$ cat src/rtl/dpb_pkg.sv
// Shared types and constants for the dirty-pod broker source arbiter.
package dpb_pkg;

    localparam int unsigned DPB_NSRC  = 3;
    localparam int unsigned DPB_PTR_W = 16;

    typedef enum logic [1:0] {
        DPB_SRC_UTM = 2'd0,
        DPB_SRC_PRC = 2'd1,
        DPB_SRC_PFS = 2'd2
    } dpb_src_e;

    typedef logic [DPB_PTR_W-1:0] dpb_pod_ptr_t;

    typedef struct packed {
        dpb_src_e     src;
        dpb_pod_ptr_t ptr;
    } dpb_arb_entry_t;

    // Round-robin successor over the three sources.
    function automatic logic [1:0] dpb_next_src(input logic [1:0] s);
        return (s == 2'd2) ? 2'd0 : s + 2'd1;
    endfunction

endpackage

$ cat src/rtl/dpb_skid_fifo.sv
// Two-entry in-order buffer; head is presented directly from storage.
module dpb_skid_fifo
    import dpb_pkg::*;
#(
    parameter type entry_t = dpb_arb_entry_t
) (
    input  logic   clk,
    input  logic   rst,
    input  logic   push,
    input  entry_t push_data,
    input  logic   pop,
    output entry_t head,
    output logic   full,
    output logic   empty
);

    entry_t     mem [2];
    logic       wr_ptr;
    logic       rd_ptr;
    logic [1:0] count;
    logic       do_push;
    logic       do_pop;

    assign full    = (count == 2'd2);
    assign empty   = (count == 2'd0);
    assign do_push = push & ~full;
    assign do_pop  = pop & ~empty;
    assign head    = mem[rd_ptr];

    always_ff @(posedge clk) begin
        if (rst) begin
            for (int unsigned i = 0; i < 2; i++) mem[i] <= '0;
            wr_ptr <= 1'b0;
            rd_ptr <= 1'b0;
            count  <= 2'd0;
        end else begin
            if (do_push) begin
                mem[wr_ptr] <= push_data;
                wr_ptr      <= ~wr_ptr;
            end
            if (do_pop) rd_ptr <= ~rd_ptr;
            case ({do_push, do_pop})
                2'b10:   count <= count + 2'd1;
                2'b01:   count <= count - 2'd1;
                default: count <= count;
            endcase
        end
    end

endmodule

$ cat src/rtl/dpb_src_arb.sv
// Weighted round-robin arbiter merging UTM/PRC/PFS dirty-pod pointers into
// one buffered return path, with per-source saturating grant counters.
module dpb_src_arb
    import dpb_pkg::*;
#(
    parameter int unsigned PTR_W = 16,
    parameter int unsigned WGT_W = 4,
    parameter int unsigned CNT_W = 32
) (
    input  logic                      clk,
    input  logic                      rst,
    input  logic [3*WGT_W-1:0]        cfg_wgt,
    input  logic [2:0]                src_valid,
    input  logic [3*PTR_W-1:0]        src_ptr,
    output logic [2:0]                src_ready,
    output logic                      out_valid,
    output logic [PTR_W-1:0]          out_ptr,
    output logic [1:0]                out_src,
    input  logic                      out_ready,
    input  logic                      cnt_clr,
    output logic [3*CNT_W-1:0]        cnt_grant
);

    typedef struct packed {
        dpb_src_e         src;
        logic [PTR_W-1:0] ptr;
    } entry_t;

    logic [WGT_W-1:0]    wgt        [DPB_NSRC];
    logic [WGT_W-1:0]    credit     [DPB_NSRC];
    logic [WGT_W-1:0]    eff_credit [DPB_NSRC];
    logic [CNT_W-1:0]    cnt        [DPB_NSRC];
    logic [DPB_NSRC-1:0] req, has_cred, elig, grant;
    logic                reload, buf_full, buf_empty, xfer, gnt_last, found;
    logic [1:0]          rr_ptr, gnt_idx;
    logic [PTR_W-1:0]    gnt_ptr;
    int unsigned         idx;
    entry_t              push_entry, head;

    always_comb begin
        for (int unsigned i = 0; i < DPB_NSRC; i++) begin
            wgt[i]      = cfg_wgt[i*WGT_W +: WGT_W];
            req[i]      = src_valid[i] & (wgt[i] != '0);
            has_cred[i] = req[i] & (credit[i] != '0);
        end
    end

    // Reload is folded into this cycle's decision so exhausting credits never costs a bubble.
    assign reload = ~|has_cred & |req;

    always_comb begin
        for (int unsigned i = 0; i < DPB_NSRC; i++) begin
            eff_credit[i] = reload ? wgt[i] : credit[i];
            elig[i]       = req[i] & (eff_credit[i] != '0);
        end
    end

    always_comb begin
        grant   = '0;
        gnt_idx = rr_ptr;
        found   = 1'b0;
        idx     = 0;
        for (int unsigned off = 0; off < DPB_NSRC; off++) begin
            idx = (32'(rr_ptr) + off) % DPB_NSRC;
            if (!found && elig[idx]) begin
                grant[idx] = 1'b1;
                gnt_idx    = 2'(idx);
                found      = 1'b1;
            end
        end
    end

    always_comb begin
        gnt_ptr  = '0;
        gnt_last = 1'b0;
        for (int unsigned i = 0; i < DPB_NSRC; i++) begin
            if (grant[i]) begin
                gnt_ptr  = src_ptr[i*PTR_W +: PTR_W];
                gnt_last = (eff_credit[i] == WGT_W'(1));
            end
        end
    end

    assign src_ready      = grant & {DPB_NSRC{~buf_full & ~rst}};
    assign xfer           = |src_ready;
    assign push_entry.src = dpb_src_e'(gnt_idx);
    assign push_entry.ptr = gnt_ptr;

    always_ff @(posedge clk) begin
        if (rst) begin
            for (int unsigned i = 0; i < DPB_NSRC; i++) credit[i] <= '0;
            rr_ptr <= 2'd0;
        end else if (xfer) begin
            for (int unsigned i = 0; i < DPB_NSRC; i++) begin
                if (grant[i])    credit[i] <= eff_credit[i] - WGT_W'(1);
                else if (reload) credit[i] <= wgt[i];
            end
            // Hold the pointer on a source while it still has burst credit.
            rr_ptr <= gnt_last ? dpb_next_src(gnt_idx) : gnt_idx;
        end
    end

    always_ff @(posedge clk) begin
        if (rst || cnt_clr) begin
            for (int unsigned i = 0; i < DPB_NSRC; i++) cnt[i] <= '0;
        end else begin
            for (int unsigned i = 0; i < DPB_NSRC; i++) begin
                if (src_ready[i] && (cnt[i] != '1)) cnt[i] <= cnt[i] + CNT_W'(1);
            end
        end
    end

    always_comb begin
        cnt_grant = '0;
        for (int unsigned i = 0; i < DPB_NSRC; i++) cnt_grant[i*CNT_W +: CNT_W] = cnt[i];
    end

    dpb_skid_fifo #(
        .entry_t (entry_t)
    ) u_buf (
        .clk       (clk),
        .rst       (rst),
        .push      (xfer),
        .push_data (push_entry),
        .pop       (out_ready),
        .head      (head),
        .full      (buf_full),
        .empty     (buf_empty)
    );

    assign out_valid = ~buf_empty;
    assign out_ptr   = head.ptr;
    assign out_src   = head.src;

endmodule
$ cat config.mk
export PLATFORM = sky130hd
export DESIGN_NAME = dpb_src_arb
export DESIGN_NICKNAME = d
export VERILOG_FILES = /design/src/rtl/dpb_pkg.sv /design/src/rtl/dpb_skid_fifo.sv /design/src/rtl/dpb_src_arb.sv
export SDC_FILE = /design/constraint.sdc
export NUM_CORES = 1
export LEC_CHECK = 0
export BUFFER_PORTS_ARGS = -buffer_cell sky130_fd_sc_hd__buf_4
export CAP_MARGIN = 15
export CORE_ASPECT_RATIO = 1.1
export CORE_MARGIN = 10
export CORE_UTILIZATION = 45
export DETAILED_ROUTE_END_ITERATION = 8
export PLACE_DENSITY = 0.66
export SYNTH_ARGS = -nofsm -noshare
export SYNTH_HDL_FRONTEND = slang
export SYNTH_SLANG_ARGS = --single-unit
$ cat constraint.sdc
create_clock -name clk -period 11.6 [get_ports clk]
set_clock_uncertainty 0.1 [all_clocks]
set_input_delay 0.58 -clock clk [delete_from_list [all_inputs] [get_ports clk]]
set_output_delay 0.58 -clock clk [all_outputs]
set_load 0.03 [all_outputs]
==> impl_metrics.toml, run 1 <==
[worst_setup_path]
setup.worst_path.class = "reg -> reg"
slowest_stage = "nor2_2"
r2r_cells = 14
critPathMaxStageDelay_ps = 800
path_max_fanout = 21
crit_path_start_kind = "register"
worstPathArrival_ps = 6650
rrSetupSlack_ps = 4830
required_ps = 11480
path_cells = "nor4_1, o22ai_4, or3_1, mux2i_1, ha_1, nand2_1, o41ai_1, or2_1, nor2_1, a32o_2, nor2_2, a31oi_2, nand2b_1, nand2_1"
cp-end-kind = "register"
timing.critical_path.mode_cell = "nand2_1"

[place]
port_buffers = 184
globalplace.congestion = 0.878
dp_hpwl_microns = 16700
dp_cells = 1284

[clocking]
cts_tree = "done"
cts_buffer_depth = 2
htree_levels = 4
cts_resized = 0
cts_hold_buf = 0
cts.reportedPaths.clkPinSlew_ps = 60
cts_buffers = 17
clkSinkCount = 151
cts_setup_buffers = 0
root_buffer = "clkbuf_16"
clk_latency_ps = 420

[final_layout]
layout.cells.non_filler = 1316
num_antenna_cells = 0
num-nets-final = 1137
syn_to_final_growth_pct = 24.6
drive_gt1_share_pct = 25.4
nFillCells = 1713

[logic_synthesis]
yosysUniqueCellTypes = 66
syn_inst = 885
syn_nets = 966
synth_area_sq_um = 8860
yosysTopAreaCellShare_pct = 48.8
synth-compound-area-share_pct = 9.93
synth_most_common_cell = "nor2_1"
yosys-top-cells-count = "203 x nor2_1, 144 x edfxtp_1, 84 x nand2_1, 67 x xor2_1, 56 x nand3_1"
synth-edff-count = 144
yosys.area.top_type = "edfxtp_1"
yosys-mux-area-fraction_pct = 3.19
synth_area_leaders = "edfxtp_1 49%, nor2_1 8.6%, xor2_1 6.6%, nand2_1 3.6%, xnor2_1 3.5%"
ys.flop_type = "edfxtp_1"
ys_warn_count = 0
synth_xor_xnor_area_share_pct = 10.1
async_flop_share_pct = 0
ys_seq_area_share_pct = 50.4
synth.avg_cell_area_sq_um = 10.0
ys_ff_latch = 151
yosys.area_share.simple_pct = 21.8
synthAdderAreaFrac_pct = 1.98
synth_top_family_by_area = "simple AND/OR/NAND/NOR gates"

[power]
leakagePower_uw = 0.00435
power_density_nw_per_um2 = 265
vdd_drop_max_uv = 158

[sta]
tightest_slew_ps = 1030
slew_violations = 0
fin_crit_ps = 6770
finalSetupViolations = 0
slew_headroom_pct = 31.6
tns_ps = 0
hold_violations = 0
grt_setup_unrepaired = "false"
fmax_ghz = 0.148
finalCritPeriodShare_pct = 58.4

[die]
core_area_sq_um = 19200
die-area_sq_um = 25700
die_height_microns = 167
initial_core_util_pct = 46.1
ios = 185
dieWidth_microns = 154
placementRows = 53

[routing]
ant_nets = 0
drc = 0
wire_per_inst_microns = 17.7
dr.pass1.iters = 5
wirelength_microns = 23300
vias = 7195
drt_iter0_drc = 487
via_per_inst = 5.47

[grt]
antenna_found_initial = 0
grt_start_max_net_pins = 97
grt_pass1_wl_microns = 37200
overflow = 0
track_usage_pct = 17.4
grt_pass1_vias = 7129

[min_path]
hp-class = "reg -> reg"
min_delay_path_depth = 2

[outcome]
outcome = "complete, no violations"

[run]
cap_violations = 0
==> cell families (layout without fill, tap and decap cells) <==
| group | Yosys count | count (layout) |
|---|---|---|
| multiplexers | 26 | 26 |
| flip-flops | 151 | 151 |
| adder cells (fa/ha/maj) | 14 | 14 |
| XOR/XNOR | 102 | 102 |
| AND/OR/NAND/NOR | 430 | 430 |
| AO/OA/AOI/OAI | 105 | 105 |
| buffers and inverters | 57 | 241 |
==> through the flow <==
step | util, % | setup slack [ps] | total power (uW) | hold WS, ps | instance area (sq um)
finish | 57.4 | 4830 | 2920 | 379 | 11000
global placement | 54.3 | 4560 | 2370 | 379 | 10500
detailed placement | 54.3 | 4480 | 2390 | 376 | 10500
CTS | 57.4 | 4810 | 2950 | 386 | 11000
global route | 57.4 | 4280 | 3100 | 408 | 11000
floorplan | - | 6220 | 1920 | 353 | 8860
==> per-layer routing <==
| layer | GRT usage (%) | wire length [microns] | vias up |
|---|---|---|---|
| li1 | - | - | 3527 |
| met5 | 0 | 0 | - |
| met2 | 28.4 | 11200 | 225 |
| met3 | 5.12 | 1580 | 31 |
| met1 | 21.5 | 10200 | 3412 |
| met4 | 5.63 | 376 | 0 |
==> flip-flops by register name, indices dropped and copies added (netlist names), named ones only <==
| signal | flops |
|---|---|
| u_buf.wr_ptr | 1 |
| u_buf.mem | 36 |
| u_buf.count | 2 |
| u_buf.rd_ptr | 1 |
| credit | 12 |
| rr_ptr | 2 |
| cnt | 96 |
==> final timing paths <==
| check | startpoint | to |
|---|---|---|
| max | credit[2][0]$_DFFE_PP_ | u_buf.mem[0][4]$_SDFFCE_PN0P_ |
| min | u_buf.wr_ptr$_SDFFE_PP0P_ | u_buf.wr_ptr$_SDFFE_PP0P_ |
| max reg2reg | credit[2][0]$_DFFE_PP_ | u_buf.mem[0][4]$_SDFFCE_PN0P_ |
| min reg2reg | u_buf.wr_ptr$_SDFFE_PP0P_ | u_buf.wr_ptr$_SDFFE_PP0P_ |
==> layout by cell type, fill, tap and decap left out, drive strengths merged, types with 6 or more instances in the layout <==
cell / count
or3: 7
a211oi: 6
nand4: 14
and3: 23
xnor2: 35
nor2: 203
mux2i: 8
a21oi: 14
mux2: 18
inv: 25
nand2: 84
ha: 14
clkbuf: 17
buf: 191
a31o: 17
nand3: 56
dfxtp: 7
edfxtp: 144
clkinv: 7
a31oi: 6
o21ai: 15
xor2: 67
and4: 12
nor3: 9
==> cell type report <==
cell class	count	area, sq um	share of cell area [%]
sequential	151	4460	40.5
inverter	18	67.6	0.612
timing repair buffer	191	1430	13.0
multi-input combinational	677	4180	37.8
clock inverter	15	159	1.44
clock buffer	17	425	3.85
tap	247	309	2.80
==> where the power goes <==
part	switching, uW	internal (uW)	total (uW)
combinational	885	505	1390
clock	245	304	549
sequential	164	817	981
total	1290	1630	2920
==> worst max-delay path: cells and delay by family, from the launching register on <==
family,cells,cell delay [ps]
flops,1,400
compound gates,4,1260
mux,1,400
fa+ha+maj,1,350
simple gates,8,3820
Power figures use the tool's default switching activity.
==> run 2: changes to the inputs <==
- clock period: 11.6 -> 6.7 ns (I/O delays scaled with it)
==> impl_metrics.toml, run 2 (same netlist as run 1, synthesis figures left out) <==
[die]
ios = 185
core_area_sq_um = 19200
die_height_microns = 167
die-area_sq_um = 25700
dieWidth_microns = 154
placementRows = 53
initial_core_util_pct = 46.1

[power]
seqPwrFrac_pct = 32.9
power.internal_uw = 2910
power_density_nw_per_um2 = 463
combPwrFrac_pct = 47.0
vdd_drop_max_uv = 284
switching_share_pct = 43.4
leakagePower_uw = 0.00439
power_switching_uw = 2230
clkPwrFrac_pct = 20.1

[routing]
wire_per_inst_microns = 17.5
via_per_inst = 5.41
wirelength_microns = 23100
drc = 0
dr.pass1.iters = 7
vias = 7149
ant_nets = 0
drt_iter0_drc = 594

[final_layout]
layout_common_cells = "202 x nor2_1, 196 x buf_4, 144 x edfxtp_1"
num-nets-final = 1142
fin_util_pct = 57.8
top_register = "cnt"
largest_reg_flops = 96
nFillCells = 1687
multi_input_area_sq_um = 4180
top_regs = "cnt (96), u_buf.mem (36), credit (12)"
drive_gt1_share_pct = 25.8
syn_to_final_growth_pct = 25.5
final_common_cell = "nor2_1"
num_antenna_cells = 0
register_area_sq_um = 4460

[sta]
tns_ps = 0
finalCritPeriodShare_pct = 89.6
fmax_ghz = 0.167
slew_violations = 0
fin_crit_ps = 6000
finalSetupViolations = 0
grt_setup_unrepaired = "false"
slew_headroom_pct = 41.3
tightest_slew_ps = 875
hold_violations = 0

[place]
port_buffers = 184
globalplace.congestion = 0.863
dp_hpwl_microns = 16700

[worst_setup_path]
cp-end-kind = "register"
crit_path_start_kind = "register"
rrSetupSlack_ps = 700
setup.worst_path.class = "reg -> reg"
r2r_cells = 15
r2r_end = "cnt[0][93]$_SDFFCE_PN0P_"
r2r_start = "credit[2][3]$_DFFE_PP_"
required_ps = 6670
endpoint = "cnt[0][93]$_SDFFCE_PN0P_"
critPathLaunch = "credit[2][3]$_DFFE_PP_"
worstPathArrival_ps = 5980
path_max_fanout = 42

[grt]
grt_start_max_net_pins = 66
grt_pass1_wl_microns = 37500
track_usage_pct = 17.5
overflow = 0
grt_pass1_vias = 6926
antenna_found_initial = 0

[min_path]
hp-class = "in -> reg"

[run]
cap_violations = 0

[outcome]
outcome = "complete, no violations"

[clocking]
cts_hold_buf = 0
clk_latency_ps = 420
cts_setup_buffers = 0
cts_buffer_depth = 2
clkSinkCount = 151
cts_buffers = 17
cts.reportedPaths.clkPinSlew_ps = 60
cts_tree = "done"
cts_resized = 0
htree_levels = 4
root_buffer = "clkbuf_16"
run 2: final cells by class:
cell class	instances	share of cell area (%)
clock buffer	17	3.83
clock inverter	15	1.86
inverter	18	0.608
multi-input combinational	677	37.6
sequential	151	40.1
tap	247	2.78
timing repair buffer	196	13.2
run 2: worst max-delay path, stage by stage, from the launching register on:
cell and delay (ps):
edfxtp_1 450, nor4_1 610, o22ai_4 200, or3_1 750, mux2i_1 390, ha_1 370
nand2_1 80, o41ai_1 470, or2_1 200, o21ai_0 100, o21ai_1 420, a22oi_2 170
buf_4 300, a311oi_1 460, or3_1 180, buf_4 370
run 2: how the worst min path moves through the flow:
stage / startpoint / endpoint / slack, ps / depth (start not counted)
after floorplan: u_buf.wr_ptr$_SDFFE_PP0P_ / u_buf.wr_ptr$_SDFFE_PP0P_ / 350 / 2
final: rst / rr_ptr[1]$_SDFFE_PP0N_ / 160 / 2
after global placement: u_buf.wr_ptr$_SDFFE_PP0P_ / u_buf.wr_ptr$_SDFFE_PP0P_ / 370 / 2
after global routing: rst / rr_ptr[1]$_SDFFE_PP0N_ / 170 / 2
after detailed placement: u_buf.wr_ptr$_SDFFE_PP0P_ / u_buf.wr_ptr$_SDFFE_PP0P_ / 380 / 2
after CTS: cfg_wgt[4] / credit[1][0]$_SDFFCE_PN0P_ / 150 / 3
run 2: routing by layer:
layer	GRT usage, %	vias up	share of wire, %
met4	4.89	0	1.0
li1	-	3535	-
met1	22.2	3365	43
met3	5.38	22	7.2
met5	0	-	0
met2	28.1	227	49
run 2: power groups by stage:
stage          Clock, uW  Sequential, uW  Combinational (uW)
2_1_floorplan          0            1950                1370
3_3_place_gp           0            1710                2420
3_5_place_dp           0            1710                2440
4_1_cts             1050            1700                2450
5_1_grt             1090            1740                2640
6_report            1030            1690                2420
run 2: metrics by stage:
stage | hold slack, ps | std cells | power, uW | cell area [sq um] | worst slack, ps
after CTS | 152 | 1321 | 5200 | 11100 | 733
after floorplan | 353 | 885 | 3320 | 8860 | 1530
after global placement | 371 | 1289 | 4130 | 10500 | 834
after global routing | 166 | 1321 | 5470 | 11100 | 255
final | 158 | 1321 | 5150 | 11100 | 697
after detailed placement | 376 | 1289 | 4150 | 10500 | 694
==> run 3: changes to the inputs <==
- ABC_AREA: unset -> 1
- CAP_MARGIN: 15 -> unset
- PLACE_DENSITY: 0.66 -> 0.65
==> impl_metrics.toml, run 3 <==
[power]
seqPwrFrac_pct = 32.5
power.internal_uw = 2590
power_uw = 4560
power_density_nw_per_um2 = 384
vdd_drop_max_uv = 171
switching_share_pct = 43.2
power_switching_uw = 1970
combPwrFrac_pct = 44.5
clkPwrFrac_pct = 23.0
leakagePower_uw = 0.00481

[final_layout]
nFillCells = 1945
num-nets-final = 1309
layout_common_cells = "193 x buf_4, 148 x nand2_1, 144 x edfxtp_1"
drive_gt1_share_pct = 27.9
register_area_sq_um = 4460
final_common_cell = "buf_4"
syn_to_final_growth_pct = 23.2
largest_reg_flops = 96
top_regs = "cnt (96), u_buf.mem (36), credit (12)"
top_register = "cnt"
num_antenna_cells = 0
multi_input_area_sq_um = 4410

[routing]
drt_iter0_drc = 455
dr.pass1.iters = 5
vias = 7582
wire_per_inst_microns = 15.3
drc = 0
ant_nets = 0
via_per_inst = 4.95
wirelength_microns = 23400

[worst_setup_path]
cp-end-kind = "register"
r2r_end = "u_buf.mem[0][17]$_SDFFCE_PN0P_"
path_max_fanout = 36
crit_family = "simple AND/OR/NAND/NOR gates"
rrSetupSlack_ps = 1230
timing.critical_path.mode_cell = "nand2_1"
path_cells = "nor2_1, nand2_1, nand3_1, nand3_2, nor2_4, mux2i_1, ha_1, nand3_4, nand3_2, nand2_1, nand2_1, nand2_1, nand3_2, nand3_4, nand2_2, nand3_2, inv_2, or2_1, nand2_1"
r2r_cells = 19
crit_path_start_kind = "register"
critPathMaxStageDelay_ps = 650
path_buf_inv = 1
required_ps = 6570
slowest_stage = "nand2_1"
r2r_start = "credit[0][0]$_SDFFCE_PN0P_"
worstPathArrival_ps = 5340
setup.worst_path.class = "reg -> reg"

[logic_synthesis]
ys.flop_type = "edfxtp_1"
ys_ff_latch = 151
yosysUniqueCellTypes = 46
syn_nets = 1124
yosysTopAreaCellShare_pct = 44.8
synth-edff-count = 144
yosys-top-cells-count = "148 x nand2_1, 144 x edfxtp_1, 143 x nor2_1, 137 x inv_1, 77 x nand3_1"
synth_area_leaders = "edfxtp_1 45%, nor2_4 6.1%, nand2_1 5.8%, xor2_1 5.7%, nor2_1 5.6%"
ys_seq_area_share_pct = 46.3
synth.avg_cell_area_sq_um = 9.25
yosys.area_share.simple_pct = 29.4
yosys.area.top_type = "edfxtp_1"
async_flop_share_pct = 0
yosys-mux-area-fraction_pct = 2.31
ys_warn_count = 0
synth-compound-area-share_pct = 4.19
synth_xor_xnor_area_share_pct = 7.90
synth_area_sq_um = 9650
synth_top_family_by_area = "simple AND/OR/NAND/NOR gates"
syn_inst = 1043
synthAdderAreaFrac_pct = 1.82
synth_most_common_cell = "nand2_1"

[die]
dieWidth_microns = 160
die-area_sq_um = 27700
initial_core_util_pct = 45.5
ios = 185
placementRows = 56
die_height_microns = 174
core_area_sq_um = 21200

[clocking]
htree_levels = 4
cts_tree = "done"
cts_buffer_depth = 2
cts_buffers = 17
cts.reportedPaths.clkPinSlew_ps = 70
cts_resized = 0
clk_latency_ps = 420
clkSinkCount = 151
root_buffer = "clkbuf_16"
cts_setup_buffers = 0
cts_hold_buf = 0

[grt]
grt_start_max_net_pins = 45
grt_pass1_wl_microns = 38600
track_usage_pct = 16.7
antenna_found_initial = 0
overflow = 0
grt_pass1_vias = 7499

[place]
dp_hpwl_microns = 17600
globalplace.congestion = 0.880
port_buffers = 184

[sta]
finalSetupViolations = 0
finalCritPeriodShare_pct = 81.6
grt_setup_unrepaired = "false"
tightest_slew_ps = 1000
hold_violations = 0
fmax_ghz = 0.183
tns_ps = 0
fin_crit_ps = 5470
slew_violations = 0
slew_headroom_pct = 33.3

[outcome]
outcome = "complete, no violations"

[run]
cap_violations = 0

[min_path]
hold_end = "u_buf.mem[0][14]$_SDFFCE_PN0P_"
hp-class = "in -> reg"
hold_start = "src_ptr[46]"
min_delay_path_depth = 3
[run 3: cell count changes after synthesis, moves of 9 or more]
cell / before / now
nand3_1: 56 / 77
inv_1: 17 / 137
a31o_2: 16 / 1
nor2_1: 203 / 143
a21oi_1: 14 / 50
clkbuf_1: 29 / 10
and4_1: 12 / 0
nor2_4: 0 / 52
inv_2: 0 / 9
xnor2_1: 35 / 24
nor3_1: 9 / 23
and3_1: 23 / 3
nand2_1: 84 / 148
[run 3: cell type report]
class,instances,area share [%]
clock buffers,17,3.58
clock inverters,15,1.93
inverters,148,4.68
multi-input cells,717,37.0
flip-flops and latches,151,37.5
well taps,290,3.05
repair buffers,193,12.2
[run 3: kinds of logic after synthesis]
kind of cell,count (synthesis)
compound gates,75
flops,151
buf+inv,175
xor+xnor,87
simple gates,521
fa+ha+maj,14
mux,20
[run 3: worst min-delay path, cell delays in order]
cell and delay, ps:
buf_4 80, a21oi_1 70, nor2_1 80
[run 3: metrics by stage]
stage          hold slack, ps  instances  setup WS [ps]  area [sq um]  util (%)
4_1_cts                   137       1531           1200         11900      56.0
2_1_floorplan             326       1043           2700          9650         -
5_1_grt                   145       1531            665         11900      56.0
6_report                  160       1531           1230         11900      56.0
3_5_place_dp              343       1499           1120         11200      52.9
3_3_place_gp              336       1499           1330         11200      52.9
[run 3: worst max-delay path by stage]
stage	start	endpoint	slack [ps]	cells after the start
3_5_place_dp	cfg_wgt[3]	u_buf.mem[0][13]$_SDFFCE_PN0P_	1120	20
5_1_grt	credit[0][0]$_SDFFCE_PN0P_	u_buf.mem[0][17]$_SDFFCE_PN0P_	670	19
3_3_place_gp	cfg_wgt[3]	u_buf.mem[0][0]$_SDFFCE_PN0P_	1330	20
4_1_cts	credit[1][0]$_SDFFCE_PN0P_	u_buf.mem[0][17]$_SDFFCE_PN0P_	1200	19
2_1_floorplan	credit[2][3]$_DFFE_PP_	u_buf.mem[0][0]$_SDFFCE_PN0P_	2700	24
6_report	credit[0][0]$_SDFFCE_PN0P_	u_buf.mem[0][17]$_SDFFCE_PN0P_	1230	19
[run 3: routing by layer]
metal / part of all wire [%] / track usage, % / wire length, microns
met2: 50 / 28.6 / 11600
met3: 5.8 / 3.82 / 1360
met4: 1.2 / 4.40 / 278
met1: 43 / 20.8 / 10200
met5: 0 / 0 / 0
[run 3: power groups by stage]
stage / combinational (uW) / sequential [uW] / clock, uW
after floorplan: 1380 / 1610 / 0
after global placement: 2020 / 1500 / 0
after detailed placement: 2040 / 1500 / 0
after CTS: 2050 / 1480 / 1070
after global routing: 2230 / 1510 / 1120
final: 2030 / 1480 / 1050
